**src/rtl/conv2d_update_sequencer_pkg.sv**
```systemverilog
// Shared constants, FSM encodings and helpers for the conv2d kernel-window update sequencer.
package conv2d_update_sequencer_pkg;

  localparam logic [0:0] ST_IDLE = 1'b0;
  localparam logic [0:0] ST_SCAN = 1'b1;

  // Field widths of the default layer configuration (32x32 image, 4 channels, 3x3 kernel).
  localparam int DEF_COORD_BITS  = 8;
  localparam int DEF_IN_CHANNELS = 4;
  localparam int DEF_TAP_BITS    = 4;

  typedef logic [DEF_IN_CHANNELS-1:0] spike_vector_t;

  typedef struct packed {
    logic [DEF_COORD_BITS-1:0] x;
    logic [DEF_COORD_BITS-1:0] y;
  } vec2_t;

  typedef struct packed {
    logic [DEF_COORD_BITS-1:0] x;
    logic [DEF_COORD_BITS-1:0] y;
    logic [DEF_TAP_BITS-1:0]   tap;
    spike_vector_t             spikes;
    logic                      last;
  } kernel_update_t;

  function automatic int tap_bits(input int k);
    int n;
    n = k * k;
    return (n > 1) ? $clog2(n) : 1;
  endfunction

endpackage

```
**src/rtl/conv2d_update_sequencer_if.sv**
```systemverilog
// Event-in / update-out handshake bundle of the kernel-window sequencer.
interface conv2d_update_sequencer_if
  import conv2d_update_sequencer_pkg::*;
#(
  parameter int COORD_BITS  = 8,
  parameter int IN_CHANNELS = 4,
  parameter int KERNEL_SIZE = 3,
  parameter int TAP_BITS    = tap_bits(KERNEL_SIZE)
) ();

  logic                   event_valid;
  logic                   event_ready;
  logic [COORD_BITS-1:0]  event_x;
  logic [COORD_BITS-1:0]  event_y;
  logic [IN_CHANNELS-1:0] event_spikes;

  logic                   upd_valid;
  logic                   upd_ready;
  logic [COORD_BITS-1:0]  upd_x;
  logic [COORD_BITS-1:0]  upd_y;
  logic [TAP_BITS-1:0]    upd_tap;
  logic [IN_CHANNELS-1:0] upd_spikes;
  logic                   upd_last;

  modport master (
    output event_valid, event_x, event_y, event_spikes, upd_ready,
    input  event_ready, upd_valid, upd_x, upd_y, upd_tap, upd_spikes, upd_last
  );

  modport slave (
    input  event_valid, event_x, event_y, event_spikes, upd_ready,
    output event_ready, upd_valid, upd_x, upd_y, upd_tap, upd_spikes, upd_last
  );

endinterface

```
**src/rtl/conv2d_update_sequencer_chk.sv**
```systemverilog
// Elaboration-time parameter sanity checks for the kernel-window sequencer.
module conv2d_update_sequencer_chk #(
  parameter int COORD_BITS  = 8,
  parameter int IMG_WIDTH   = 32,
  parameter int IMG_HEIGHT  = 32,
  parameter int KERNEL_SIZE = 3
) ();

  if (KERNEL_SIZE < 1 || (KERNEL_SIZE % 2) == 0) begin : g_bad_kernel
    $error("conv2d_update_sequencer: KERNEL_SIZE must be odd and >= 1");
  end

  if (IMG_WIDTH > (1 << COORD_BITS) || IMG_HEIGHT > (1 << COORD_BITS)) begin : g_bad_image
    $error("conv2d_update_sequencer: image dimensions exceed coordinate range");
  end

endmodule

```
**src/rtl/conv2d_update_sequencer_kernel_window_clip.sv**
```systemverilog
// Clips the KERNEL_SIZE x KERNEL_SIZE window around an event to the image and flags out-of-image events.
module conv2d_update_sequencer_kernel_window_clip #(
  parameter int COORD_BITS  = 8,
  parameter int IMG_WIDTH   = 32,
  parameter int IMG_HEIGHT  = 32,
  parameter int KERNEL_SIZE = 3
) (
  input  logic [COORD_BITS-1:0] x,
  input  logic [COORD_BITS-1:0] y,
  output logic [COORD_BITS-1:0] x_lo,
  output logic [COORD_BITS-1:0] x_hi,
  output logic [COORD_BITS-1:0] y_lo,
  output logic [COORD_BITS-1:0] y_hi,
  output logic                  oob
);

  localparam int SW = COORD_BITS + 2;
  localparam logic signed [SW-1:0] ZERO_S  = '0;
  localparam logic signed [SW-1:0] OFF_S   = SW'(KERNEL_SIZE / 2);
  localparam logic signed [SW-1:0] W_S     = SW'(IMG_WIDTH);
  localparam logic signed [SW-1:0] H_S     = SW'(IMG_HEIGHT);
  localparam logic signed [SW-1:0] X_MAX_S = SW'(IMG_WIDTH - 1);
  localparam logic signed [SW-1:0] Y_MAX_S = SW'(IMG_HEIGHT - 1);

  logic signed [SW-1:0] xs_s, ys_s, x_m_s, x_p_s, y_m_s, y_p_s;

  // Signed window edges, clamped to [0, dim-1]; two guard bits keep x-OFF and x+OFF exact.
  always_comb begin
    xs_s  = $signed({2'b00, x});
    ys_s  = $signed({2'b00, y});
    x_m_s = xs_s - OFF_S;
    x_p_s = xs_s + OFF_S;
    y_m_s = ys_s - OFF_S;
    y_p_s = ys_s + OFF_S;

    if (x_m_s < ZERO_S) begin
      x_lo = '0;
    end else begin
      x_lo = x_m_s[COORD_BITS-1:0];
    end
    if (x_p_s > X_MAX_S) begin
      x_hi = X_MAX_S[COORD_BITS-1:0];
    end else begin
      x_hi = x_p_s[COORD_BITS-1:0];
    end
    if (y_m_s < ZERO_S) begin
      y_lo = '0;
    end else begin
      y_lo = y_m_s[COORD_BITS-1:0];
    end
    if (y_p_s > Y_MAX_S) begin
      y_hi = Y_MAX_S[COORD_BITS-1:0];
    end else begin
      y_hi = y_p_s[COORD_BITS-1:0];
    end

    oob = (xs_s >= W_S) || (ys_s >= H_S);
  end

endmodule

```
**src/rtl/conv2d_update_sequencer.sv**
```systemverilog
// Accepts one spike event, then streams one update command per in-bounds kernel tap, x fastest.
module conv2d_update_sequencer
  import conv2d_update_sequencer_pkg::*;
#(
  parameter int COORD_BITS  = 8,
  parameter int IN_CHANNELS = 4,
  parameter int IMG_WIDTH   = 32,
  parameter int IMG_HEIGHT  = 32,
  parameter int KERNEL_SIZE = 3,
  parameter int TAP_BITS    = tap_bits(KERNEL_SIZE)
) (
  input  logic clk,
  input  logic rst,
  conv2d_update_sequencer_if.slave bus,
  output logic busy,
  output logic err_oob
);

  logic [0:0]             state_r;
  logic [COORD_BITS-1:0]  cx_r, cy_r, x_lo_r, x_hi_r, y_hi_r;
  logic                   event_ready_r, busy_r, err_oob_r;
  logic                   upd_valid_r, upd_last_r;
  logic [COORD_BITS-1:0]  upd_x_r, upd_y_r;
  logic [TAP_BITS-1:0]    upd_tap_r;
  logic [IN_CHANNELS-1:0] upd_spikes_r;

  logic [COORD_BITS-1:0]  x_lo_s, x_hi_s, y_lo_s, y_hi_s;
  logic                   oob_s;
  logic [COORD_BITS-1:0]  nx_s, ny_s;
  logic [TAP_BITS-1:0]    ntap_s, first_tap_s;
  logic                   nlast_s, first_last_s;

  function automatic logic [TAP_BITS-1:0] tap_of(
    input logic [COORD_BITS-1:0] cx,
    input logic [COORD_BITS-1:0] cy,
    input logic [COORD_BITS-1:0] ex,
    input logic [COORD_BITS-1:0] ey
  );
    int dx, dy;
    dx = int'(cx) - int'(ex) + KERNEL_SIZE / 2;
    dy = int'(cy) - int'(ey) + KERNEL_SIZE / 2;
    return TAP_BITS'(dy * KERNEL_SIZE + dx);
  endfunction

  conv2d_update_sequencer_chk #(
    .COORD_BITS (COORD_BITS),
    .IMG_WIDTH  (IMG_WIDTH),
    .IMG_HEIGHT (IMG_HEIGHT),
    .KERNEL_SIZE(KERNEL_SIZE)
  ) u_chk ();

  conv2d_update_sequencer_kernel_window_clip #(
    .COORD_BITS (COORD_BITS),
    .IMG_WIDTH  (IMG_WIDTH),
    .IMG_HEIGHT (IMG_HEIGHT),
    .KERNEL_SIZE(KERNEL_SIZE)
  ) u_clip (
    .x   (bus.event_x),
    .y   (bus.event_y),
    .x_lo(x_lo_s),
    .x_hi(x_hi_s),
    .y_lo(y_lo_s),
    .y_hi(y_hi_s),
    .oob (oob_s)
  );

  // Cursor step after a handshake, plus the first command of a freshly accepted event.
  always_comb begin
    if (upd_x_r == x_hi_r) begin
      nx_s = x_lo_r;
      ny_s = upd_y_r + COORD_BITS'(1);
    end else begin
      nx_s = upd_x_r + COORD_BITS'(1);
      ny_s = upd_y_r;
    end
    ntap_s       = tap_of(nx_s, ny_s, cx_r, cy_r);
    nlast_s      = (nx_s == x_hi_r) && (ny_s == y_hi_r);
    first_tap_s  = tap_of(x_lo_s, y_lo_s, bus.event_x, bus.event_y);
    first_last_s = (x_lo_s == x_hi_s) && (y_lo_s == y_hi_s);
  end

  // Sequencer FSM; the output registers hold the command currently offered downstream.
  always_ff @(posedge clk) begin
    if (rst) begin
      state_r       <= ST_IDLE;
      cx_r          <= '0;
      cy_r          <= '0;
      x_lo_r        <= '0;
      x_hi_r        <= '0;
      y_hi_r        <= '0;
      event_ready_r <= 1'b0;
      busy_r        <= 1'b0;
      err_oob_r     <= 1'b0;
      upd_valid_r   <= 1'b0;
      upd_last_r    <= 1'b0;
      upd_x_r       <= '0;
      upd_y_r       <= '0;
      upd_tap_r     <= '0;
      upd_spikes_r  <= '0;
    end else begin
      err_oob_r <= 1'b0;
      case (state_r)
        ST_IDLE: begin
          if (bus.event_valid && event_ready_r) begin
            if (oob_s) begin
              err_oob_r     <= 1'b1;
              event_ready_r <= 1'b1;
            end else begin
              state_r       <= ST_SCAN;
              cx_r          <= bus.event_x;
              cy_r          <= bus.event_y;
              x_lo_r        <= x_lo_s;
              x_hi_r        <= x_hi_s;
              y_hi_r        <= y_hi_s;
              event_ready_r <= 1'b0;
              busy_r        <= 1'b1;
              upd_valid_r   <= 1'b1;
              upd_x_r       <= x_lo_s;
              upd_y_r       <= y_lo_s;
              upd_tap_r     <= first_tap_s;
              upd_last_r    <= first_last_s;
              upd_spikes_r  <= bus.event_spikes;
            end
          end else begin
            event_ready_r <= 1'b1;
          end
        end
        ST_SCAN: begin
          if (upd_valid_r && bus.upd_ready) begin
            if (upd_last_r) begin
              state_r       <= ST_IDLE;
              upd_valid_r   <= 1'b0;
              upd_last_r    <= 1'b0;
              busy_r        <= 1'b0;
              event_ready_r <= 1'b1;
            end else begin
              upd_x_r    <= nx_s;
              upd_y_r    <= ny_s;
              upd_tap_r  <= ntap_s;
              upd_last_r <= nlast_s;
            end
          end else begin
            upd_valid_r <= upd_valid_r;
          end
        end
        default: begin
          state_r       <= ST_IDLE;
          upd_valid_r   <= 1'b0;
          upd_last_r    <= 1'b0;
          busy_r        <= 1'b0;
          event_ready_r <= 1'b0;
        end
      endcase
    end
  end

  assign bus.event_ready = event_ready_r;
  assign bus.upd_valid   = upd_valid_r;
  assign bus.upd_x       = upd_x_r;
  assign bus.upd_y       = upd_y_r;
  assign bus.upd_tap     = upd_tap_r;
  assign bus.upd_spikes  = upd_spikes_r;
  assign bus.upd_last    = upd_last_r;
  assign busy            = busy_r;
  assign err_oob         = err_oob_r;

endmodule

```
**src/flat_wrapper.sv**
```systemverilog
// flat-port wrapper written by rule: the top's interface ports become plain ports
module conv2d_update_sequencer_flat import conv2d_update_sequencer_pkg::*;
#(
  parameter int COORD_BITS  = 8,
  parameter int IN_CHANNELS = 4,
  parameter int IMG_WIDTH   = 32,
  parameter int IMG_HEIGHT  = 32,
  parameter int KERNEL_SIZE = 3,
  parameter int TAP_BITS    = tap_bits(KERNEL_SIZE)
)
  (clk, rst, busy, err_oob, bus_event_valid, bus_event_x, bus_event_y, bus_event_spikes, bus_upd_ready, bus_event_ready, bus_upd_valid, bus_upd_x, bus_upd_y, bus_upd_tap, bus_upd_spikes, bus_upd_last);
  conv2d_update_sequencer_if #(.COORD_BITS(COORD_BITS), .IN_CHANNELS(IN_CHANNELS), .KERNEL_SIZE(KERNEL_SIZE), .TAP_BITS(TAP_BITS)) bus_i ();
  input  logic clk;
  input  logic rst;
  output logic busy;
  output logic err_oob;
  input wire logic [$bits(bus_i.event_valid)-1:0] bus_event_valid;
  input wire logic [$bits(bus_i.event_x)-1:0] bus_event_x;
  input wire logic [$bits(bus_i.event_y)-1:0] bus_event_y;
  input wire logic [$bits(bus_i.event_spikes)-1:0] bus_event_spikes;
  input wire logic [$bits(bus_i.upd_ready)-1:0] bus_upd_ready;
  output wire logic [$bits(bus_i.event_ready)-1:0] bus_event_ready;
  output wire logic [$bits(bus_i.upd_valid)-1:0] bus_upd_valid;
  output wire logic [$bits(bus_i.upd_x)-1:0] bus_upd_x;
  output wire logic [$bits(bus_i.upd_y)-1:0] bus_upd_y;
  output wire logic [$bits(bus_i.upd_tap)-1:0] bus_upd_tap;
  output wire logic [$bits(bus_i.upd_spikes)-1:0] bus_upd_spikes;
  output wire logic [$bits(bus_i.upd_last)-1:0] bus_upd_last;
  assign bus_i.event_valid = bus_event_valid;
  assign bus_i.event_x = bus_event_x;
  assign bus_i.event_y = bus_event_y;
  assign bus_i.event_spikes = bus_event_spikes;
  assign bus_i.upd_ready = bus_upd_ready;
  assign bus_event_ready = bus_i.event_ready;
  assign bus_upd_valid = bus_i.upd_valid;
  assign bus_upd_x = bus_i.upd_x;
  assign bus_upd_y = bus_i.upd_y;
  assign bus_upd_tap = bus_i.upd_tap;
  assign bus_upd_spikes = bus_i.upd_spikes;
  assign bus_upd_last = bus_i.upd_last;
  conv2d_update_sequencer #(.COORD_BITS(COORD_BITS), .IN_CHANNELS(IN_CHANNELS), .IMG_WIDTH(IMG_WIDTH), .IMG_HEIGHT(IMG_HEIGHT), .KERNEL_SIZE(KERNEL_SIZE), .TAP_BITS(TAP_BITS)) u_core (.clk(clk), .rst(rst), .bus(bus_i), .busy(busy), .err_oob(err_oob));
endmodule
```
**config.mk**
```make
export PLATFORM = sky130hd
export DESIGN_NAME = conv2d_update_sequencer_flat
export DESIGN_NICKNAME = d
export VERILOG_FILES = /design/src/rtl/conv2d_update_sequencer_pkg.sv /design/src/rtl/conv2d_update_sequencer_if.sv /design/src/rtl/conv2d_update_sequencer_chk.sv /design/src/rtl/conv2d_update_sequencer_kernel_window_clip.sv /design/src/rtl/conv2d_update_sequencer.sv /design/src/flat_wrapper.sv
export SDC_FILE = /design/constraint.sdc
export NUM_CORES = 1
export LEC_CHECK = 0
export CAP_MARGIN = 20
export CORE_UTILIZATION = 40
export DETAILED_ROUTE_END_ITERATION = 10
export PLACE_DENSITY = 0.6
export REMOVE_ABC_BUFFERS = 1
export SETUP_SLACK_MARGIN = 0.3
export SLEW_MARGIN = 15
export SYNTH_ARGS = -nofsm -noshare
export SYNTH_HDL_FRONTEND = slang
export SYNTH_SLANG_ARGS = --single-unit
```
**constraint.sdc**
```tcl
create_clock -name clk -period 10.9 [get_ports clk]
set_input_delay 2.725 -clock clk [delete_from_list [all_inputs] [get_ports clk]]
set_output_delay 2.725 -clock clk [all_outputs]
set_load 0.01 [all_outputs]
```
==> impl_metrics.ini, run 1 <==
[worst_setup_path]
cp.arrival_ns = 8.52
slowest_delay_ns = 0.64
end_kind = register
path_depth = 22
rrSetupSlack_ns = 4.78
startpoint_type = input port
crit_family = adder cells
worstPathMaxFanout = 14
reg2regPathDepth = 20
critical_path.cell_chain = clkdlybuf4s50_1 -> inv_1 -> ha_1 -> nor4b_4 -> nand2_1 -> nor2_1 -> inv_1 -> ha_1 -> ha_1 -> inv_1 -> fa_1 -> inv_1 -> fa_1 -> fa_1 -> xnor2_1 -> xnor2_1 -> xnor2_1 -> xnor2_1 -> xnor2_1 -> xnor2_1 -> mux2_2 -> a211oi_2
worstSetupPathType = input port to register
critPathBufInv = 5
cp.required_ns = 11.15
crit_top_cell = xnor2_1
crit_path_top_delay_cell = clkdlybuf4s50_1

[worst_hold_path]
whs_path_depth = 2
min_path_type = register to register

[logic_synthesis]
ys_types = 64
syn_inst = 597
avgSynthCellArea_um2 = 7.88
synthArstFlopShare_pct = 0
ys_seq_area_share_pct = 26.0
synth_edf_count = 0
yosys_warnings = 0
synthFlopType = dfxtp_1
syn-cell-area_um2 = 4700
synth-seq-cells = 61

[drt]
drc_errors = 0
firstDrtPassIters = 5
vias_per_cell = 5.64
finalWirelength_um = 13500
vias = 4366
postRouteAntennaNets = 0
routedWlPerCell_um = 17.4
drt_iter0_markers = 298

[timing]
hold_violations = 0
max-slew-margin-rel_pct = 33.1
fin_tns_setup_ns = 0
timing.final.crit_period_ns = 8.27
rsz0062_at_grt = no
tightest_slew_ns = 1.00
slew_violations = 0
holdWs_ns = 0.453
fmax_mhz = 121
timing.final.crit_share_pct = 75.9
finalSetupViolCount = 0
clock_skew_ns = 0.00639

[cts]
ctsResizeCount = 0
numCtsBuffers = 9
clock_path_buffers = 2
post_cts_buffers = 0
clkTransAtPathRegs_ns = 0.05
htree_levels = 3
numClockSinks = 61
postCtsHoldBufs = 0
tritoncts = done
cts-root-buf = clkbuf_16
worstSkewPairLatency_ns = 0.33

[global_route]
gr-total-overflow = 0
antenna_found_initial = 0
grt_pass1_vias = 4146
track_usage_pct = 22.5
grt_start_max_net_pins = 53
grt_pass1_wl_um = 21800

[power]
peakVddDrop_mv = 0.0720
leakage_nw = 2.10
powerDensity_nw_per_um2 = 112
p_total_uw = 626

[placement]
placed_area_um2 = 5270
port_buffers = 52
place.gp.congestion = 0.894
detailed_place_hpwl_um = 9960

[die]
start_util_pct = 41.2
dieArea_um2 = 12200
die_w_um = 110
ios = 53
die_h_um = 110
rows = 39
core_area_um2 = 11400

[run_status]
status = complete, no violations

[cells_and_area]
diodes = 0
area_growth_pct = 18.3
fin_area_um2 = 5560
mostFrequentLayoutCells = nand2_1 (66), nor2_1 (62), dfxtp_1 (61)
final_common_cell = nand2_1
nets = 685
drive_gt1_share_pct = 5.71

[flow_run]
maxCapViolCount = 0
## flip-flops by register name (all words and copies together) (netlist names), 4 cells and up
name / cells
u_core.bus.upd_spikes: 4
u_core.bus.upd_tap: 4
u_core.bus.upd_x: 8
u_core.bus.upd_y: 8
u_core.cx_r: 4
u_core.cy_r: 4
u_core.x_hi_r: 8
u_core.x_lo_r: 8
u_core.y_hi_r: 8
## final timing paths
kind | start | to
setup / recovery | bus_event_y[0] | u_core.bus.upd_tap[3]
hold / removal | u_core.bus.upd_spikes[3] | u_core.bus.upd_spikes[3]
setup reg to reg | u_core.bus.upd_x[0] | u_core.bus.upd_tap[3]
hold reg to reg | u_core.bus.upd_spikes[3] | u_core.bus.upd_spikes[3]
## through the flow
| stage | util (%) | std cells | setup WS (ns) |
|---|---|---|---|
| 5_1_grt | 48.7 | 774 | 2.29 |
| 4_1_cts | 48.7 | 774 | 2.65 |
| 3_3_place_gp | 46.2 | 759 | 2.52 |
| 2_1_floorplan | - | 559 | 3.57 |
| 3_5_place_dp | 46.2 | 759 | 2.31 |
| 6_report | 48.7 | 774 | 2.63 |
## report_power, final
group	total, mW	internal (mW)	leakage (nW)	switching [mW]
clock network	0.285	0.182	0.139	0.103
logic	0.115	0.0503	1.47	0.0646
registers	0.226	0.224	0.492	0.00127
## layout make-up
type                    count  area (um2)
flip-flops and latches     61        1220
clock buffers              12         246
multi-input cells         471        3220
clock inverters             3        46.3
repair buffers             57         553
fillers                  1155        5850
well taps                 143         179
inverters                  27         101
## synth_stat cells, drive strengths merged, types with 3 or more instances
cell type,instances,share of area (%)
a211oi,13,2.2
a21o,3,0.48
a21oi,38,4.0
a22oi,4,0.64
a311oi,5,0.93
a31oi,6,0.80
and2,6,0.82
and3,18,2.5
buf,17,2.0
clkbuf,21,1.7
dfxtp,61,26
fa,9,3.8
ha,25,6.6
inv,27,2.2
mux2i,15,3.3
nand2,67,5.5
nand2b,3,0.40
nand3,19,2.0
nand4,7,0.93
nor2,62,4.9
nor2b,4,0.53
nor3,25,2.7
nor4,9,2.0
o211ai,3,0.48
o21a,3,0.48
o21ai,21,2.2
o221a,4,0.96
o22ai,5,0.66
or3,7,0.93
xnor2,45,8.4
xor2,24,4.5
## worst register-to-register path: cells and delay by family (launching register included)
family	cells	cell delay, ns
and+or+nand+nor	2	0.98
muxes	1	0.28
DFF	1	0.55
buffers and inverters	3	0.16
AOI/OAI and AO/OA	1	0.20
adders and majority gates	7	2.76
xor gates and xnor gates	6	1.09
## layer usage
layer | routed length (um) | part of all wire, % | up-vias | global-route usage (%)
met5 | 0 | 0 | - | 0
met2 | 6120 | 45 | 143 | 35.8
met4 | 325 | 2.4 | 0 | 7.73
li1 | - | - | 2145 | -
met1 | 6220 | 46 | 2055 | 30.6
met3 | 794 | 5.9 | 23 | 4.01
## logic make-up after synthesis
kind of cell	Yosys count	share of synthesized area, %
AO/OA/AOI/OAI	115	15.7
XOR/XNOR	70	13.3
adder cells (fa/ha/maj)	34	10.5
buffers and inverters	65	5.85
flip-flops	61	26.0
multiplexers	16	3.51
AND/OR/NAND/NOR	236	25.1
Power figures use the tool's default switching activity.
==> run 2, diff against run 1 <==
- PLACE_DENSITY: 0.6 -> 0.62
- clock period: 10.9 -> 7.5 ns (I/O delays scaled with it)
==> impl_metrics.ini, run 2 (synthesized netlist as in run 1, its figures left out) <==
[timing]
clock_skew_ns = 0.00672
fin_tns_setup_ns = 0
timing.final.crit_share_pct = 91.8
hold_violations = 0
finalSetupViolCount = 0
slew_violations = 0
tightest_slew_ns = 0.990
timing.final.crit_period_ns = 6.88
rsz0062_at_grt = no
fmax_mhz = 145
worst_slack_ns = 0.618
max-slew-margin-rel_pct = 34.0

[cells_and_area]
drive_gt1_share_pct = 7.21
final_cells = 781
nets = 692
area_growth_pct = 20.1
final_common_cell = nand2_1
diodes = 0
mostFrequentLayoutCells = nand2_1 (66), nor2_1 (62), dfxtp_1 (61)
nFillCells = 1156

[power]
p_seq_share_pct = 35.6
switching_share_pct = 26.8
p_total_uw = 920
peakVddDrop_mv = 0.0949
p_sw_uw = 246
internal_power_uw = 674
powerDensity_nw_per_um2 = 163
leakage_nw = 2.16
comb_power_share_pct = 18.6
clock_power_share_pct = 45.8

[placement]
dpl_worst_slack_ns = 0.307
detailed_place_hpwl_um = 9800
place.gp.congestion = 0.869
port_buffers = 52
dp.cells = 764

[drt]
firstDrtPassIters = 5
postRouteAntennaNets = 0
vias = 4410
finalWirelength_um = 13600
vias_per_cell = 5.65
routedWlPerCell_um = 17.4
drt_iter0_markers = 274
drc_errors = 0

[global_route]
grt_start_max_net_pins = 53
grt_pass1_vias = 4028
grt_pass1_wl_um = 21500
track_usage_pct = 22.2
antenna_found_initial = 0
gr-total-overflow = 0

[die]
ios = 53
rows = 39
die_h_um = 110
start_util_pct = 41.2
die_w_um = 110
dieArea_um2 = 12200
core_area_um2 = 11400

[worst_setup_path]
worstPathMaxFanout = 5
timing.rr.start = u_core.bus.upd_x[0]
slowest_delay_ns = 0.53
reg2regPathDepth = 20
startpoint_type = input port
cp.arrival_ns = 7.13
cp.required_ns = 7.75
rrSetupSlack_ns = 1.44
critical_path.cell_chain = clkdlybuf4s50_1 -> inv_1 -> ha_1 -> nor4b_4 -> nand2_1 -> nor2_1 -> inv_1 -> ha_1 -> ha_1 -> inv_1 -> fa_1 -> inv_1 -> fa_1 -> fa_1 -> xnor2_1 -> xnor2_1 -> xnor2_1 -> xnor2_1 -> xnor2_1 -> xnor2_1 -> mux2_2 -> a211oi_2
end_kind = register
crit_top_cell = xnor2_1
r2r_end = u_core.bus.upd_tap[3]
crit_path_top_delay_cell = fa_1
worstSetupPathType = input port to register

[worst_hold_path]
min_from = u_core.bus.upd_spikes[3]
whs_path_depth = 2
min_path_type = register to register
min_to = u_core.bus.upd_spikes[3]

[cts]
tritoncts = done
postCtsHoldBufs = 0
cts-root-buf = clkbuf_16
htree_levels = 3
numCtsBuffers = 9
worstSkewPairLatency_ns = 0.33
numClockSinks = 61
clkTransAtPathRegs_ns = 0.06
clock_path_buffers = 2

[flow_run]
maxCapViolCount = 0

[run_status]
status = complete, no violations
==> run 2: what timing repair did <==
action                     CTS  global route
setup endpoints to repair    0             1
buffers inserted             0             2
resized for setup            0             1
==> run 2: power by group through the flow <==
| stage | combinational, mW | clock, mW | sequential (mW) |
|---|---|---|---|
| final | 0.171 | 0.421 | 0.328 |
| after global routing | 0.187 | 0.444 | 0.328 |
| after CTS | 0.170 | 0.428 | 0.328 |
| after detailed placement | 0.168 | 0 | 0.335 |
| after global placement | 0.164 | 0 | 0.335 |
| after floorplan | 0.105 | 0 | 0.335 |
==> run 2: stage by stage <==
step / cell area, um2 / utilization [%] / hold WS (ns)
final: 5650 / 49.5 / 0.456
after global routing: 5650 / 49.5 / 0.472
after CTS: 5630 / 49.3 / 0.455
after detailed placement: 5330 / 46.7 / 0.448
after global placement: 5300 / 46.4 / 0.442
after floorplan: 4530 / - / 0.430
==> run 2: worst max path at each step <==
stage | start | end | slack (ns) | cells after the start
finish | bus_event_y[0] | u_core.bus.upd_tap[3] | 0.62 | 22
global route | bus_event_y[0] | u_core.bus.upd_tap[3] | 0.35 | 22
CTS | bus_event_y[0] | u_core.bus.upd_tap[3] | 0.57 | 22
detailed placement | bus_event_y[0] | u_core.bus.upd_tap[3] | 0.31 | 22
global placement | bus_event_y[0] | u_core.bus.upd_tap[3] | 0.53 | 22
floorplan | bus_event_y[0] | u_core.bus.upd_tap[3] | 1.02 | 21
==> run 2: area by class of cell <==
class	count	area (um2)	share of cell area (%)
Multi-Input combinational cell	471	3220	57.1
Sequential cell	61	1220	21.6
Timing Repair Buffer	64	626	11.1
Clock buffer	11	253	4.47
Tap cell	143	179	3.17
Inverter	27	101	1.79
Clock inverter	4	47.5	0.841
==> run 2: worst max-delay path, delay by kind of cell <==
kind                       cells  cell delay, ns
AOI/OAI and AO/OA              1            0.21
xor gates and xnor gates       6            0.96
and+or+nand+nor                3            0.74
muxes                          1            0.27
adders and majority gates      6            2.27
buffers and inverters          5            0.81
==> run 2: per-layer routing <==
layer	wire (um)	vias up	global-route usage [%]	share of wire, %
met5	0	-	0	0
met4	325	0	7.56	2.4
met3	730	20	3.02	5.4
met2	6350	151	35.9	47
met1	6200	2083	30.3	46
li1	-	2156	-	-
